<file path="src/rtl/sparc_pkg.sv">
// SPARC instruction field constants, decode types and the combinational field decoder
// shared by the IF/ID buffer and the decode stage.
package sparc_pkg;

  localparam logic [1:0] OP_FMT2 = 2'b00;
  localparam logic [1:0] OP_CALL = 2'b01;
  localparam logic [1:0] OP_ALU  = 2'b10;
  localparam logic [1:0] OP_MEM  = 2'b11;

  localparam logic [2:0] OP2_UNIMP = 3'b000;
  localparam logic [2:0] OP2_SETHI = 3'b100;

  typedef enum logic [1:0] {
    FMT_CALL = 2'd0,
    FMT_BR   = 2'd1,
    FMT_ALU  = 2'd2,
    FMT_MEM  = 2'd3
  } dec_fmt_e;

  typedef struct packed {
    logic [31:0] inst;
    logic [63:0] pc;
  } fetch_entry_t;

  typedef struct packed {
    logic [63:0] pc;
    dec_fmt_e    fmt;
    logic [2:0]  op2;
    logic [5:0]  op3;
    logic [4:0]  rd;
    logic [4:0]  rs1;
    logic [4:0]  rs2;
    logic        i;
    logic [63:0] imm;
    logic [63:0] disp;
    logic        illegal;
  } decoded_t;

  function automatic decoded_t decode_inst(input fetch_entry_t e);
    decoded_t d;
    d     = '0;
    d.pc  = e.pc;
    d.op2 = e.inst[24:22];
    d.op3 = e.inst[24:19];
    d.rd  = e.inst[29:25];
    d.rs1 = e.inst[18:14];
    d.i   = e.inst[13];
    d.rs2 = e.inst[4:0];
    case (e.inst[31:30])
      OP_CALL: begin
        d.fmt  = FMT_CALL;
        d.disp = {{32{e.inst[29]}}, e.inst[29:0], 2'b00};
      end
      OP_FMT2: begin
        d.fmt     = FMT_BR;
        d.disp    = {{40{e.inst[21]}}, e.inst[21:0], 2'b00};
        d.illegal = (e.inst[24:22] == OP2_UNIMP);
        // Only SETHI carries an immediate among the format-2 encodings.
        if (e.inst[24:22] == OP2_SETHI) begin
          d.imm = {32'h0000_0000, e.inst[21:0], 10'h000};
        end else begin
          d.imm = 64'h0;
        end
      end
      OP_ALU: begin
        d.fmt = FMT_ALU;
        d.imm = {{51{e.inst[12]}}, e.inst[12:0]};
      end
      OP_MEM: begin
        d.fmt = FMT_MEM;
        d.imm = {{51{e.inst[12]}}, e.inst[12:0]};
      end
      default: begin
        d.fmt = FMT_CALL;
      end
    endcase
    return d;
  endfunction

endpackage

</file>
<file path="src/rtl/decode_fifo.sv">
// IF/ID instruction buffer: power-of-two circular FIFO with synchronous clear
// and asynchronous active-low reset.
module decode_fifo
  import sparc_pkg::*;
#(
  parameter int DEPTH = 2
) (
  input  logic                       clk,
  input  logic                       reset,
  input  logic                       clear,
  input  logic                       push,
  input  fetch_entry_t               push_data,
  input  logic                       pop,
  output fetch_entry_t               head,
  output logic [$clog2(DEPTH):0]     count
);

  localparam int AW = $clog2(DEPTH);
  localparam int CW = AW + 1;

  fetch_entry_t   mem_r [DEPTH];
  logic [AW-1:0]  wr_ptr_r;
  logic [AW-1:0]  rd_ptr_r;
  logic [CW-1:0]  count_r;

  // Storage write port
  always_ff @(posedge clk or negedge reset) begin
    if (!reset) begin
      for (int k = 0; k < DEPTH; k++) begin
        mem_r[k] <= '0;
      end
    end else if (push && !clear) begin
      mem_r[wr_ptr_r] <= push_data;
    end else begin
      mem_r[wr_ptr_r] <= mem_r[wr_ptr_r];
    end
  end

  // Pointer and occupancy bookkeeping; clear wins over push/pop
  always_ff @(posedge clk or negedge reset) begin
    if (!reset) begin
      wr_ptr_r <= '0;
      rd_ptr_r <= '0;
      count_r  <= '0;
    end else if (clear) begin
      wr_ptr_r <= '0;
      rd_ptr_r <= '0;
      count_r  <= '0;
    end else begin
      if (push) begin
        wr_ptr_r <= wr_ptr_r + AW'(1);
      end else begin
        wr_ptr_r <= wr_ptr_r;
      end
      if (pop) begin
        rd_ptr_r <= rd_ptr_r + AW'(1);
      end else begin
        rd_ptr_r <= rd_ptr_r;
      end
      case ({push, pop})
        2'b10:   count_r <= count_r + CW'(1);
        2'b01:   count_r <= count_r - CW'(1);
        default: count_r <= count_r;
      endcase
    end
  end

  assign head  = mem_r[rd_ptr_r];
  assign count = count_r;

endmodule

</file>
<file path="src/rtl/instruction_decode.sv">
// SPARC decode stage: captures one instruction per fetch handshake into the IF/ID
// buffer, decodes the buffer head and presents it through a valid/ready output register.
module instruction_decode
  import sparc_pkg::*;
#(
  parameter int FIFO_DEPTH = 2
) (
  input  logic        clk,
  input  logic        reset,
  input  logic        if_write,
  input  logic [63:0] inst,
  input  logic [63:0] if_pc,
  output logic        id_read,
  output logic        id_stall,
  output logic [63:0] target,
  input  logic        flush,
  input  logic [63:0] flush_pc,
  input  logic        dec_ready,
  output logic        dec_valid,
  output logic [63:0] dec_pc,
  output logic [1:0]  dec_fmt,
  output logic [2:0]  dec_op2,
  output logic [5:0]  dec_op3,
  output logic [4:0]  dec_rd,
  output logic [4:0]  dec_rs1,
  output logic [4:0]  dec_rs2,
  output logic        dec_i,
  output logic [63:0] dec_imm,
  output logic [63:0] dec_disp,
  output logic        dec_illegal
);

  localparam int CW = $clog2(FIFO_DEPTH) + 1;

  logic          if_write_q;
  logic          armed_r;
  logic [63:0]   target_r;
  logic          dec_valid_r;
  decoded_t      dec_r;
  logic          capture_s;
  logic          pop_s;
  logic [CW-1:0] count_s;
  fetch_entry_t  head_s;
  fetch_entry_t  push_data_s;
  logic          unused_s;

  assign unused_s    = ^inst[63:32];
  assign id_read     = (count_s < CW'(FIFO_DEPTH));
  assign id_stall    = ~id_read;
  // armed_r blocks a capture when if_write is already high as reset releases.
  assign capture_s   = if_write & ~if_write_q & armed_r & id_read & ~flush;
  assign pop_s       = (count_s != CW'(0)) & (~dec_valid_r | dec_ready) & ~flush;
  assign push_data_s = '{inst: inst[31:0], pc: if_pc};

  decode_fifo #(
    .DEPTH (FIFO_DEPTH)
  ) u_fifo (
    .clk       (clk),
    .reset     (reset),
    .clear     (flush),
    .push      (capture_s),
    .push_data (push_data_s),
    .pop       (pop_s),
    .head      (head_s),
    .count     (count_s)
  );

  // Fetch handshake edge detection
  always_ff @(posedge clk or negedge reset) begin
    if (!reset) begin
      if_write_q <= 1'b0;
      armed_r    <= 1'b0;
    end else begin
      if_write_q <= if_write;
      armed_r    <= armed_r | ~if_write;
    end
  end

  // Next fetch PC
  always_ff @(posedge clk or negedge reset) begin
    if (!reset) begin
      target_r <= 64'h0;
    end else if (flush) begin
      target_r <= flush_pc;
    end else if (capture_s) begin
      target_r <= if_pc + 64'd4;
    end else begin
      target_r <= target_r;
    end
  end

  // Decoded output register with valid/ready hold
  always_ff @(posedge clk or negedge reset) begin
    if (!reset) begin
      dec_valid_r <= 1'b0;
      dec_r       <= '0;
    end else if (flush) begin
      dec_valid_r <= 1'b0;
      dec_r       <= dec_r;
    end else if (pop_s) begin
      dec_valid_r <= 1'b1;
      dec_r       <= decode_inst(head_s);
    end else if (dec_ready) begin
      dec_valid_r <= 1'b0;
      dec_r       <= dec_r;
    end else begin
      dec_valid_r <= dec_valid_r;
      dec_r       <= dec_r;
    end
  end

  assign target      = target_r;
  assign dec_valid   = dec_valid_r;
  assign dec_pc      = dec_r.pc;
  assign dec_fmt     = dec_r.fmt;
  assign dec_op2     = dec_r.op2;
  assign dec_op3     = dec_r.op3;
  assign dec_rd      = dec_r.rd;
  assign dec_rs1     = dec_r.rs1;
  assign dec_rs2     = dec_r.rs2;
  assign dec_i       = dec_r.i;
  assign dec_imm     = dec_r.imm;
  assign dec_disp    = dec_r.disp;
  assign dec_illegal = dec_r.illegal;

endmodule
</file>
<file path="config.mk">
export PLATFORM = sky130hd
export DESIGN_NAME = instruction_decode
export DESIGN_NICKNAME = d
export VERILOG_FILES = /design/src/rtl/sparc_pkg.sv /design/src/rtl/decode_fifo.sv /design/src/rtl/instruction_decode.sv
export SDC_FILE = /design/constraint.sdc
export NUM_CORES = 1
export LEC_CHECK = 0
export ABC_AREA = 1
export CAP_MARGIN = 10
export CORE_MARGIN = 3
export CORE_UTILIZATION = 35
export CTS_CLUSTER_SIZE = 40
export DETAILED_ROUTE_END_ITERATION = 8
export PLACE_DENSITY = 0.7
export SLEW_MARGIN = 5
export SYNTH_ARGS = -nofsm -noshare
export SYNTH_HDL_FRONTEND = slang
export SYNTH_SLANG_ARGS = --single-unit
</file>
<file path="constraint.sdc">
create_clock -name clk -period 2.5 [get_ports clk]
set_clock_uncertainty 0.2 [all_clocks]
set_input_delay 0.25 -clock clk [delete_from_list [all_inputs] [get_ports clk]]
set_output_delay 0.25 -clock clk [all_outputs]
set_load 0.05 [all_outputs]
</file>
After elaboration in Yosys (flattened, before gate mapping). Index checks and enable logic that the tools add are counted.

Logic and storage cells: 91. Register bits: 483.

Equal/unequal tests: 6. Add/subtract/negate cells: 5. Multiplexer cells: 27. $lt $le $gt $ge: 4. Reduce and logical (&&, ||, !) cells: 12. Bitwise gates (word level): 15.

Operators by type and width (count): $mux W96 (7); $bwmux W192 (2); $pmux W64 S2 (2); $mux W192 (1); $mux W64 (2); $demux W96 S1 (1); $add A64 B3 Y64 const B (1); $mux W32 (1); $mux W1 (8); $pmux W2 S4 (1); $and A1 B1 Y1 (6); $eq A2 B2 Y1 const B (3); $reduce_bool A2 Y1 (3); $reduce_bool A3 Y1 (2); $not A1 Y1 (5); $eq A2 B1 Y1 const B (2); $ge A2 B2 Y1 const B (2); $not A1 Y2 (2); $pmux W2 S2 (1); $eq A3 B3 Y1 const B (1); $logic_not A3 Y1 (1); $add A1 B1 Y1 const B (2); $add A2 B1 Y2 const B (1); $logic_and A1 B1 Y1 (2); 9 further kinds (10).

Longest topological paths before layout. Gate-level depths: netlist of run 1.

Word-level depth: 8. Mapped depth: 14.

Modules after synthesis. From an unflattened synthesis of run 1, not the netlist that was laid out.

Cell total of the unflattened synthesis: 2563. Area, all modules: 20055.5 um2.

Modules (own cells, without submodules): instruction_decode (cells each 1507, area each 11446.0 um2, instances 1, seq. area each 5480.3 um2); decode_fifo (cells each 1056, area each 8609.5 um2, instances 1, seq. area each 4904.7 um2).

Least setup slack after synthesis of run 1. OpenSTA, ideal clock, no wires.

Path type: register to register. From: reg u_fifo.rd_ptr_r. To: reg dec_r, in the netlist dec_imm[30]. Required time: 2.205 ns. Slack: 0.202 ns. Cell stages (with the launch flop): 14. Arrival: 2.002 ns. Path through: dfrtp_1 > buf_4 > buf_6 > buf_2 > buf_2 > o21ai_0 > inv_1 > ha_1 > nor2_2 > inv_1 > nor2_1 > buf_2 > a21oi_1 > o31ai_1.

Word-level cells in the longest chain between the ends: 7.

Ends and longest elaborated chain: start: declaration (line decode_fifo.sv:23) `logic [AW-1:0] rd_ptr_r;`; start signal: assignment (line decode_fifo.sv:56) `rd_ptr_r <= rd_ptr_r + AW'(1);`; start signal: assignment (line decode_fifo.sv:58) `rd_ptr_r <= rd_ptr_r;`; $not A1 Y2 (not written as such) (*) (line decode_fifo.sv:68) `assign head = mem_r[rd_ptr_r];`; $mux W96 (not written as such) (*) (3 in series) (line decode_fifo.sv:68); $eq A3 B3 Y1 / $eq A2 B2 Y1 (equally long branches) (line sparc_pkg.sv:59, sparc_pkg.sv:49); $mux W32 / $reduce_or A2 Y1 (equally long branches); $pmux W64 S2 (*) (line sparc_pkg.sv:49) `case (e.inst[31:30])`; end signal: assignment (line instruction_decode.sv:99) `dec_r <= dec_r;`; end signal: assignment (line instruction_decode.sv:102) `dec_r <= decode_inst(head_s);`; end signal: assignment (line instruction_decode.sv:105) `dec_r <= dec_r;`; end: declaration (line instruction_decode.sv:39) `decoded_t dec_r;`.

Every way passes the cells marked *; elsewhere a longest branch is shown, timed or not. The select of a mux whose other input is x is not followed. A chain may end at the register's enable or synchronous reset.

Worst setup path in the final report of run 1.
From: reg u_fifo.count_r[1], in the netlist u_fifo.count[1]. To: out id_stall.

Word-level cells in the longest chain between the ends: 2.

Ends and longest elaborated chain: start: declaration (line decode_fifo.sv:24) `logic [CW-1:0] count_r;`; start signal: assignment (line decode_fifo.sv:61) `2'b10: count_r <= count_r + CW'(1);`; start signal: assignment (line decode_fifo.sv:62) `2'b01: count_r <= count_r - CW'(1);`; start signal: assignment (line decode_fifo.sv:63) `default: count_r <= count_r;`; $lt A2 B2 Y1 (line instruction_decode.sv:48) `assign id_read = (count_s < CW'(FIFO_DEPTH));`; $not A1 Y1 (line instruction_decode.sv:49) `assign id_stall = ~id_read;`; end: declaration (line instruction_decode.sv:14) `output logic id_stall,`.

No other way between the ends.

==> results summary, run 1 <==
The number of clock sinks seen by CTS came out at 415. In this run the horizontal extent of the chip is approximately 240 µm. The signed area change from the synthesized netlist to the final layout came out at 37.5%. The worst-case headroom to the max-slew limit is between 50 and 60%. The sum of overflow across all layers after global routing came out at 0. The critical-path maximum fanout came out at 5. The worst reg-to-reg setup slack came out at 0.18 ns.

The arrival time at the worst endpoint is 1.99 ns. The ratio of final minimum period to clock period came out at about 98%. approximately 480 I/O pins were placed. The worst path needs 2.44 ns of the cycle, external delays included.

CTS placed an instance of sky130_fd_sc_hd__clkbuf_16 at the clock tree root. The cell count after placement is between 3000 and 4000. The starting utilization of the core area came out at between 30% and 40%. After synthesis, flip-flops and latches occupy between 50 and 60% of the total area. The global-route usage over all layers is a little under a quarter.

The slowest cell on the critical path is sky130_fd_sc_hd__clkdlybuf4s50_1. The height of the chip came out at between 200 and 250 µm. The number of detailed-route iterations in the first pass is 5. The initial antenna violation count came to 7. The post-layout instance count excluding filler cells is roughly 3600. The slew at the pin closest to its max-slew limit is ~0.7 ns.

The worst hold path belongs to the class in2async. Entering global routing, the biggest net connects 110 pins. Data on the critical path is required at its endpoint by around 2.1 ns. The iteration-0 DRC count of the detailed router is 1417. Setup repair after global routing left no endpoint under its margin. The total number of vias came out at about 18000.

The number of max-cap violations came out at 0. The total number of yosys warnings came out at 0. The clock latency reported for the late side of the worst-skew pair came out at 0.59 ns.

The netlist area before placement came out at ~0.02 mm². The share of post-route cells with drive strength above 1 came out at a little under an eighth. Once detail routing completed, the nets flagged for antenna violations numbered 0. The total die area is a little under 0.06 mm².

The compound-gate portion of the synthesized area came out at 12.0%. The placeable core region is 0.0545 mm². The first-pass GRT wire length is ~110 mm.

The number of enable flip-flop cells after synthesis is 0. In the layout the commonest cells are 852 x sky130_fd_sc_hd__nand2_1, 414 x sky130_fd_sc_hd__dfrtp_1, 376 x sky130_fd_sc_hd__clkdlybuf4s50_1. The buffer depth of the longest clock path is 3. In this run the tool buffered the top-level ports with 449 buffer cells.

The kind of cell with the highest combined delay along the critical path is buffers and inverters. The maximum vdd ir drop is about 0.74 mV. For this run, the leading register cell type out of synthesis is sky130_fd_sc_hd__dfrtp_1. The count of endpoints failing hold in the final timing report was 0.

The reported leakage power is 12.6 nW. The depth of the CTS H-tree is 2. The cell count after synthesis came out at around 2400. The weighted congestion reported at the end of routability-driven placement is roughly 0.95. Summing internal, switching and leakage power gives 33.5 mW. TritonCTS built the clock tree. The average detailed-routed wire length per instance is roughly 20 µm. The most common cell after layout, fill and taps aside is sky130_fd_sc_hd__nand2_1. The category of the worst setup path launch point is a flip-flop. Setup violations remaining at the end of the flow were counted as 0. The category of the most critical setup path is reg2out.

The arithmetic-cell share of the synthesized area counting full adders, half adders and majority gates is 0.256%. The delay of the slowest cell on the worst path came out at around 0.9 ns. The sum of net half-perimeters after detailed placement came out at around 54 mm. The via-per-instance ratio is about 5.0. The run finished with clean final reports.

STA classifies the critical path endpoint as an output port. The number of CTS-inserted buffers is 45. Setup total negative slack on the finished layout was measured at 0 ns.

The total length of routed wires is about 71 mm. The total DRC errors in the routed layout is 0. The via count of the first global-routing pass came out at 17700.

For this run, the post-layout net count is 3016. The clock slew at the register clock pins of the worst setup and hold paths is 0.06 ns. Power spread over the standard cell area amounts to approximately 1200 mW/mm². Multiplexer cells account for 0% of the synthesized area. The number of placement rows is 85. The combined buffer and inverter count along the critical path came out at 1.

The XOR/XNOR share of the synthesized area came out at 1.03%. The count of pins over their slew limit came out at 0. After synthesis, the largest family of logic cells by area is simple AND/OR/NAND/NOR gates.

Of the total synthesized cell area, the portion taken by AND, OR, NAND and NOR gates is between 20% and 30%. The proportion of synthesized flip-flops having asynchronous set or reset is 100%. A synthesized cell averages roughly 8.2 µm². The synthesized design contains just over 400 register bits. The number of library cell types mapped by synthesis is 40. Traced cell by cell, the critical path runs through clkdlybuf4s50_1.

The highest clock frequency the design can meet came out at ~410 MHz.
## synthesized netlist by cell type, types with 3 or more instances
library cell | n | share of area, %
sky130_fd_sc_hd__nor2_1 | 254 | 4.9
sky130_fd_sc_hd__nand2_1 | 852 | 16
sky130_fd_sc_hd__o21ai_1 | 23 | 0.59
sky130_fd_sc_hd__buf_4 | 72 | 2.8
sky130_fd_sc_hd__o21bai_1 | 17 | 0.65
sky130_fd_sc_hd__inv_1 | 131 | 2.5
sky130_fd_sc_hd__buf_1 | 3 | 0.058
sky130_fd_sc_hd__o211ai_1 | 24 | 0.92
sky130_fd_sc_hd__buf_6 | 7 | 0.40
sky130_fd_sc_hd__a22o_1 | 30 | 1.3
sky130_fd_sc_hd__o311ai_1 | 5 | 0.22
sky130_fd_sc_hd__nor2_2 | 15 | 0.48
sky130_fd_sc_hd__or2_2 | 7 | 0.22
sky130_fd_sc_hd__o31ai_2 | 5 | 0.32
sky130_fd_sc_hd__nor2_4 | 5 | 0.29
sky130_fd_sc_hd__nand2_2 | 11 | 0.35
sky130_fd_sc_hd__inv_2 | 7 | 0.13
sky130_fd_sc_hd__xnor2_1 | 4 | 0.18
sky130_fd_sc_hd__nand3_1 | 68 | 1.7
sky130_fd_sc_hd__a21oi_1 | 27 | 0.69
sky130_fd_sc_hd__xor2_1 | 19 | 0.85
sky130_fd_sc_hd__o31ai_1 | 77 | 3.0
sky130_fd_sc_hd__dfrtp_1 | 415 | 53
sky130_fd_sc_hd__nand4_1 | 16 | 0.51
sky130_fd_sc_hd__buf_2 | 64 | 1.6
sky130_fd_sc_hd__clkbuf_1 | 39 | 0.75
sky130_fd_sc_hd__ha_1 | 4 | 0.26
sky130_fd_sc_hd__o21ai_0 | 159 | 4.1
## metrics by stage
stage	utilization [%]	area [µm²]	hold slack, ns	setup WS, ns
floorplan	-	19500	-0.246	0.202
global placement	46.4	25300	0.0499	-0.0798
detailed placement	46.4	25300	0.0610	-0.0370
CTS	49.3	26800	0.000614	0.00840
global route	49.3	26900	0.0226	0.00135
finish	49.3	26900	0.0255	0.0583
## path summary, 6_finish.rpt
kind	startpoint	end	depth (start not counted)
min in group clk	flush_pc[0]	target[0]$_DFFE_PN0P_	3
worst min register to register	u_fifo.mem_r[184]$_DFFE_PN0N_	u_fifo.mem_r[184]$_DFFE_PN0N_	2
worst max register to register	u_fifo.rd_ptr_r$_DFFE_PN0P_	dec_pc[60]$_DFFE_PN0P_	4
worst max-delay path	u_fifo.count[1]$_DFFE_PN0P_	id_stall	1
max in group asynchronous	reset	u_fifo.mem_r[47]$_DFFE_PN0P_	3
worst min-delay path	reset	dec_imm[22]$_DFFE_PN0P_	2
## cell families (layout without fill, tap and decap cells)
logic type,count (synthesis),count (layout)
AND/OR/NAND/NOR,1235,1235
flip-flops,415,415
AO/OA/AOI/OAI,371,371
buffers and inverters,323,798
XOR/XNOR,23,23
adder cells (fa/ha/maj),4,4
other,1,4
## layer usage
| layer | wire length [µm] | track usage, % | share of wire [%] | vias up |
|---|---|---|---|---|
| met2 | 33300 | 38.8 | 47 | 784 |
| met4 | 2510 | 8.56 | 3.5 | 6 |
| met5 | 56 | 0 | 0.078 | - |
| li1 | - | - | - | 8420 |
| met3 | 5710 | 5.30 | 8.0 | 121 |
| met1 | 29800 | 31.2 | 42 | 8705 |
## sequential cells by signal, indices dropped and copies added (netlist names), 2 cells and up
signal and cells:
dec_pc 64, dec_imm 33, dec_rd 5, dec_rs2 5, dec_fmt 2, u_fifo.mem_r 192, u_fifo.count 2, dec_op2 3
dec_op3 3, dec_rs1 5, dec_disp 30, target 64
## repair_timing
item | 4_1_cts | 5_1_grt
gates resized for setup | 0 | 2
hold endpoints to repair | 423 | 0
buffers inserted | 0 | 2
endpoints found under the setup margin | 0 | 78
hold buffers | 6 | 0
## power breakdown
group / internal [mW] / total [mW] / leakage [nW] / switching (mW)
clock: 3.94 / 6.81 / 0.736 / 2.87
sequential: 9.25 / 10.8 / 5.28 / 1.55
combinational: 5.22 / 15.9 / 6.55 / 10.7
## area by class of cell
| cell class | count | area, µm² |
|---|---|---|
| diodes | 2 | 5.00 |
| clock buffers | 61 | 1250 |
| clock inverters | 19 | 249 |
| fillers | 5141 | 27600 |
| inverters | 138 | 523 |
| multi-input cells | 1635 | 7560 |
| flip-flops and latches | 415 | 10400 |
| well taps | 739 | 925 |
| repair buffers | 580 | 5960 |
Power figures use the tool's default switching activity.
==> run 2, diff against run 1 <==
--- a/config.mk
+++ b/config.mk
@@ -12,6 +12,7 @@
 export CTS_CLUSTER_SIZE = 40
 export DETAILED_ROUTE_END_ITERATION = 8
 export PLACE_DENSITY = 0.7
+export SKIP_CTS_REPAIR_TIMING = 1
 export SLEW_MARGIN = 5
 export SYNTH_ARGS = -nofsm -noshare
 export SYNTH_HDL_FRONTEND = slang
==> results summary, run 2 (synthesis gave the netlist of run 1 again) <==
The register with the most flip-flops in the layout has 192 of them. Across every metal layer, demand over resource in global routing totals between 20% and 30%. In this run the clock root is driven by a sky130_fd_sc_hd__clkbuf_16. The number of clock sinks seen by CTS came out at between 400 and 500. Summed over all layers, the routed wires come to between 70 and 80 mm. The initialized floorplan defines between 80 and 90 standard-cell rows. Leaving out fill and tap cells, the most frequent cell in the layout is sky130_fd_sc_hd__nand2_1.

The total power of the final layout is roughly 33 mW. Detailed routing inserted a total of between 15000 and 20000 vias. For the pin with the worst max-slew slack, the measured transition is between 0.7 and 0.8 ns. The required time of the critical path came out at 2.05 ns. The endpoint of the most critical register-to-register path is dec_pc[60]$_DFFE_PN0P_. STA classifies the critical path startpoint as a flip-flop. Relative to the synthesized area, the layout overhead comes to 37.3%. The library cells used most frequently in the layout, excluding fill and tap cells, are 852 x sky130_fd_sc_hd__nand2_1, 414 x sky130_fd_sc_hd__dfrtp_1, 376 x sky130_fd_sc_hd__clkdlybuf4s50_1. The buffer depth of the longest clock path is 3. The critical-path maximum fanout is 5. The register name with the most flops is u_fifo.mem_r. The number of input and output port buffers inserted came out at ~450. The count of endpoints failing hold in the final timing report is 0. The highest clock frequency the design can meet came out at between 400 and 500 MHz.

The worst setup slack after placement is -0.0370 ns. The height of the chip came out at around 240 µm. In this run the count of I/O pins placed on the die edge is just under 500. The tool flagged a number of max-cap violations equal to 0. The TritonCTS clock tree is done. The via-per-instance ratio is between 5 and 6. Cells with a size suffix above 1 make up between 10% and 20% of the layout. The category of the most critical setup path is reg2out. After clock tree synthesis, the clock-pin slew on the worst setup and hold paths is about 0.060 ns. The layout has a little over 5000 filler cells.

Across all setup checks in the final design, the least slack found is 0.0562 ns. The worst hold path startpoint is flush_pc[0]. For this design the ratio of total power to cell area is 1250 mW/mm².

The final hold slack came out at ~0.023 ns. The sum of overflow across all layers after global routing is 0. The ratio of final minimum period to clock period is a little over nine tenths. For hold timing, the worst endpoint is target[0]$_DFFE_PN0P_. The worst hold path belongs to the class in2reg. The number of nets at the end of the flow is ~3000.

Headroom to the max-slew limit came out at 53.1%. The placeable core region is 0.0545 mm². Counting both buffers and inverters, the worst setup path holds a total of 1. The cell family with the largest share of critical-path delay is buffers and inverters. Once detail routing completed, the nets flagged for antenna violations numbered 0. The number of cells on the worst reg-to-reg path is 4. The total die area is just under 0.06 mm².

The final critical delay including setup and external delays is ~2.4 ns. The via count of the first global-routing pass is between 15000 and 20000. The reported leakage power is approximately 13 nW.

Entering global routing, the biggest net connects 110 pins. The clock latency reported for the late side of the worst-skew pair is about 0.6 ns. The signal on the critical path passes through clkdlybuf4s50_1.

The first-pass GRT wire length came out at 108 mm. The number of detailed-route iterations in the first pass is 5. The initial utilization of the core area, before any placement, comes to a little over a third.

The number of CTS-inserted buffers came out at 45. Setup repair after global routing left no endpoint under its margin. The startpoint identified for the worst register-to-register timing path is u_fifo.rd_ptr_r$_DFFE_PN0P_.

The initial antenna violation count came out at 8. The maximum vdd ir drop came out at around 0.74 mV. The total DRC errors in the routed layout is 0. The slowest cell on the critical path is sky130_fd_sc_hd__clkdlybuf4s50_1.

The average detailed-routed wire length per instance is ~20 µm. The worst reg-to-reg setup slack came out at 0.17 ns. The delay of the slowest cell on the worst path came out at approximately 0.92 ns.

In this run, the number of DRC markers left after iteration 0 of detailed routing was 1416. STA classifies the critical path endpoint as an output port. The arrival time at the worst endpoint came out at ~2.0 ns. The flow ran to the end, and the final reports show no timing, DRC or antenna violations. Setup violations remaining at the end of the flow were counted as 0.

The sum of net half-perimeters after detailed placement came out at roughly 54 mm. The weighted congestion reported at the end of routability-driven placement is between 0.9 and 1. CTS built an H-tree with a depth of 2. The floorplan step set the die width to ~240 µm. The count of pins over their slew limit was 0.

The worst hold path was traced through 3 stages.
run 2: cell count changes in the layout (fill, tap and decap cells not counted), sizes merged:
| cell | change |
|---|---|
| buf | -2 |
| dlygate4sd3 | -3 |
| diode | -1 |
run 2: worst max-delay path by stage:
stage                                           start                       to  slack, ns  cells after the start
final                     u_fifo.count[1]$_DFFE_PN0P_                 id_stall       0.06                      1
after global routing      u_fifo.count[1]$_DFFE_PN0P_                 id_stall      0.001                      1
after CTS                 u_fifo.count[1]$_DFFE_PN0P_                 id_stall      0.008                      1
after detailed placement                    if_pc[32]   target[53]$_DFFE_PN0P_      -0.04                     11
after global placement                      if_pc[36]   target[54]$_DFFE_PN0P_      -0.08                     10
after floorplan           u_fifo.rd_ptr_r$_DFFE_PN0P_  dec_imm[30]$_DFFE_PN0P_       0.20                     13
run 2: final cells by class:
cell class / count / area, µm² / share of cell area, %
tap: 739 / 925 / 3.45
antenna: 1 / 2.50 / 0.00934
multi-input combinational: 1635 / 7560 / 28.2
sequential: 415 / 10400 / 38.8
inverter: 138 / 523 / 1.95
timing repair buffer: 575 / 5910 / 22.0
clock buffer: 61 / 1250 / 4.65
clock inverter: 19 / 249 / 0.929
run 2: metrics by stage:
step	utilization, %	TNS [ns]	std cells	instance area (µm²)
final	49.2	0	3583	26800
after global routing	49.2	0	3582	26800
after CTS	49.2	0	3579	26800
after detailed placement	46.4	-0.0737	3499	25300
after global placement	46.4	-0.187	3499	25300
after floorplan	-	0	2373	19500
run 2: worst reg2reg max path: cells and delay by family, from the launching register on:
| kind | cells | cell delay, ns |
|---|---|---|
| buffers and inverters | 2 | 1.09 |
| flip-flops | 1 | 0.53 |
| AO/OA/AOI/OAI | 1 | 0.25 |
| AND/OR/NAND/NOR | 1 | 0.15 |
run 2: report_power, final:
part	switching, mW	internal [mW]
logic	10.7	5.21
registers	1.55	9.25
clock network	2.86	3.94
total	15.1	18.4
run 2: routing by layer:
| metal | global-route usage, % | vias to the layer above | wire (µm) |
|---|---|---|---|
| li1 | - | 8403 | - |
| met1 | 31.1 | 8735 | 29800 |
| met2 | 38.8 | 800 | 33400 |
| met3 | 5.40 | 125 | 5680 |
| met4 | 8.42 | 8 | 2550 |
| met5 | 0 | - | 69 |
==> run 3, diff against run 2 <==
--- a/config.mk
+++ b/config.mk
@@ -7,6 +7,7 @@
 export LEC_CHECK = 0
 export ABC_AREA = 1
 export CAP_MARGIN = 10
+export CORE_ASPECT_RATIO = 1.25
 export CORE_MARGIN = 3
 export CORE_UTILIZATION = 35
 export CTS_CLUSTER_SIZE = 40
==> results summary, run 3 (synthesis gave the netlist of run 1 again) <==
The flow ran to the end, and the final reports show no timing, DRC or antenna violations. The maximum vdd ir drop is 0.817 mV. The end point of the critical path is id_stall.

The routed design could run at a clock period as short as about 2.4 ns. The iteration-0 DRC count of the detailed router came out at approximately 1400. Sequential cells burn 33.4% of the power. The TritonCTS clock tree is done. The worst reg-to-reg setup slack is between 0.2 and 0.3 ns.

The number of CTS-inserted buffers came out at 42. The clock slew at the register clock pins of the worst setup and hold paths is around 0.070 ns. The cell count after placement is between 3000 and 4000. The worst-case headroom to the max-slew limit is ~45%.

The share of post-route cells with drive strength above 1 came out at roughly 12%. Counting both buffers and inverters, the worst setup path holds a total of 1. The total net switching power is around 15 mW. The number of nets at the end of the flow came out at between 3000 and 4000. Clock tree synthesis found a total of just over 400 sinks.

0 antenna diodes ended up in the layout. The reported leakage power is between 10 and 15 nW. Grouping stages by cell kind, the critical path spends the most delay in buffers and inverters. The category of the worst setup path launch point is a flip-flop. Max-cap violations in this run came to 0. The tightest min-delay check is of the in2async type.

The power per standard cell area came out at approximately 1200 mW/mm². Entering global routing, the biggest net connects between 80 and 90 pins. The sum of overflow across all layers after global routing came out at 0. The top cell types in the final layout, fill and taps aside, are 852 x sky130_fd_sc_hd__nand2_1, 414 x sky130_fd_sc_hd__dfrtp_1, 379 x sky130_fd_sc_hd__clkdlybuf4s50_1. The total number of vias is 17700.

Net switching is 45.3% of the power. In this run the horizontal extent of the chip is roughly 220 µm. The average detailed-routed wire length per instance is around 19 µm.

The total length of routed wires is about 69 mm. The sum of net half-perimeters after detailed placement is about 52 mm. In this run the number of cells on the critical path is 1. The number of primary I/O pins is 484. Data on the critical path is required at its endpoint by ~2.1 ns. In this run the critical register-to-register path is launched from u_fifo.rd_ptr_r$_DFFE_PN0P_.

The ratio of final minimum period to clock period is 95.6%. The post-layout instance count excluding filler cells is roughly 3600. u_fifo.mem_r holds more flip-flops than any other register. The final hold slack is about 0.021 ns. The total DRC errors in the routed layout is 0. The via count of the first global-routing pass was approximately 18000. The worst setup path is of the reg2out kind. The signed area change from the synthesized netlist to the final layout came out at 34.9%. Of the total power, combinational logic draws a little under half. The highest clock frequency the design can meet came out at 418 MHz. The arrival time at the worst endpoint came out at 1.94 ns. The global-route usage over all layers is 23.0%. In this run the core area contains 96 standard-cell rows. CTS placed an instance of sky130_fd_sc_hd__clkbuf_16 at the clock tree root.

The fraction of power consumed by the clock network is 19.6%. The delay of the slowest cell on the worst path is about 0.90 ns. In the post-route analysis, the smallest setup slack over all paths is 0.109 ns. The number of detailed-route iterations in the first pass is 6. The remaining antenna violation count is 0. The initial antenna violation count is 1. The total die area came out at 0.0587 mm².

The endpoint identified for the worst register-to-register timing path is dec_imm[11]$_DFFE_PN0P_. The number of cells on the worst reg-to-reg path came out at 8. The weighted congestion reported at the end of routability-driven placement is between 0.9 and 1.

Traced cell by cell, the critical path runs through clkdlybuf4s50_1. The slowest stage of the critical path belongs to the cell sky130_fd_sc_hd__clkdlybuf4s50_1. The number of input and output port buffers inserted is 449.

Cells fill between 40% and 50% of the core in the end. The worst setup slack after placement came out at -0.226 ns. The final setup violation count came out at 0. At the pin with the least slew margin, the transition time is 0.829 ns. STA classifies the critical path endpoint as an output port.

Measured along the y axis, the die boundary spans roughly 270 µm. For the worst-skew pair, the clock arrives at the later sink with an insertion delay of between 0.5 and 0.6 ns. The internal power contribution came out at between 15 and 20 mW. After detailed routing, the number of vias per cell comes to slightly below 5. The first-pass GRT wire length is 105 mm. The count of endpoints failing hold in the final timing report came to 0. The library cell used most frequently in the layout, excluding fill and tap cells, is sky130_fd_sc_hd__nand2_1. Once the floorplan was initialized, standard cells occupied ~35% of the core.

The critical path starts at u_fifo.count[1]$_DFFE_PN0P_. The count of pins over their slew limit was 0. CTS built an H-tree with a depth of 2.

The register with the most flip-flops in the layout has roughly 190 of them. The placeable core region is between 0.05 and 0.06 mm². The buffer depth of the longest clock path came out at 3.

Setup repair after global routing left no endpoint under its margin. The critical-path maximum fanout came out at 5.
[run 3: final cells by class]
| class | count | area [µm²] |
|---|---|---|
| fillers | 5241 | 28700 |
| flip-flops and latches | 415 | 10400 |
| multi-input cells | 1635 | 7560 |
| repair buffers | 585 | 5560 |
| clock buffers | 57 | 1230 |
| well taps | 735 | 920 |
| inverters | 138 | 523 |
| clock inverters | 14 | 156 |
[run 3: worst min-delay path by stage]
stage,cells after the start,to
finish,2,u_fifo.mem_r[63]$_DFFE_PN0P_
floorplan,0,armed_r$_DFF_PN0_
global placement,1,u_fifo.mem_r[159]$_DFFE_PN0N_
global route,2,u_fifo.mem_r[159]$_DFFE_PN0N_
CTS,1,u_fifo.mem_r[127]$_DFFE_PN0N_
detailed placement,1,u_fifo.mem_r[159]$_DFFE_PN0N_
[run 3: per-stage QoR]
stage | area, µm² | power, mW | TNS, ns
after floorplan | 19500 | 21.1 | 0
after global placement | 24900 | 25.8 | -0.319
after detailed placement | 24900 | 26.1 | -0.342
after CTS | 26300 | 32.6 | -0.0134
after global routing | 26300 | 34.1 | 0
final | 26300 | 32.3 | 0
[run 3: power by group through the flow]
stage / sequential (mW) / clock (mW) / combinational [mW]
6_report: 10.8 / 6.33 / 15.2
4_1_cts: 10.8 / 6.49 / 15.3
2_1_floorplan: 14.3 / 0 / 6.79
3_3_place_gp: 10.8 / 0 / 15.0
5_1_grt: 11.0 / 6.76 / 16.3
3_5_place_dp: 10.8 / 0 / 15.3
[run 3: per-layer routing]
layer / vias up / routed length [µm] / track usage (%)
met2: 674 / 34700 / 41.0
li1: 8401 / - / -
met5: - / 0 / 0
met4: 0 / 2900 / 9.27
met1: 8524 / 26600 / 27.3
met3: 110 / 4370 / 4.40
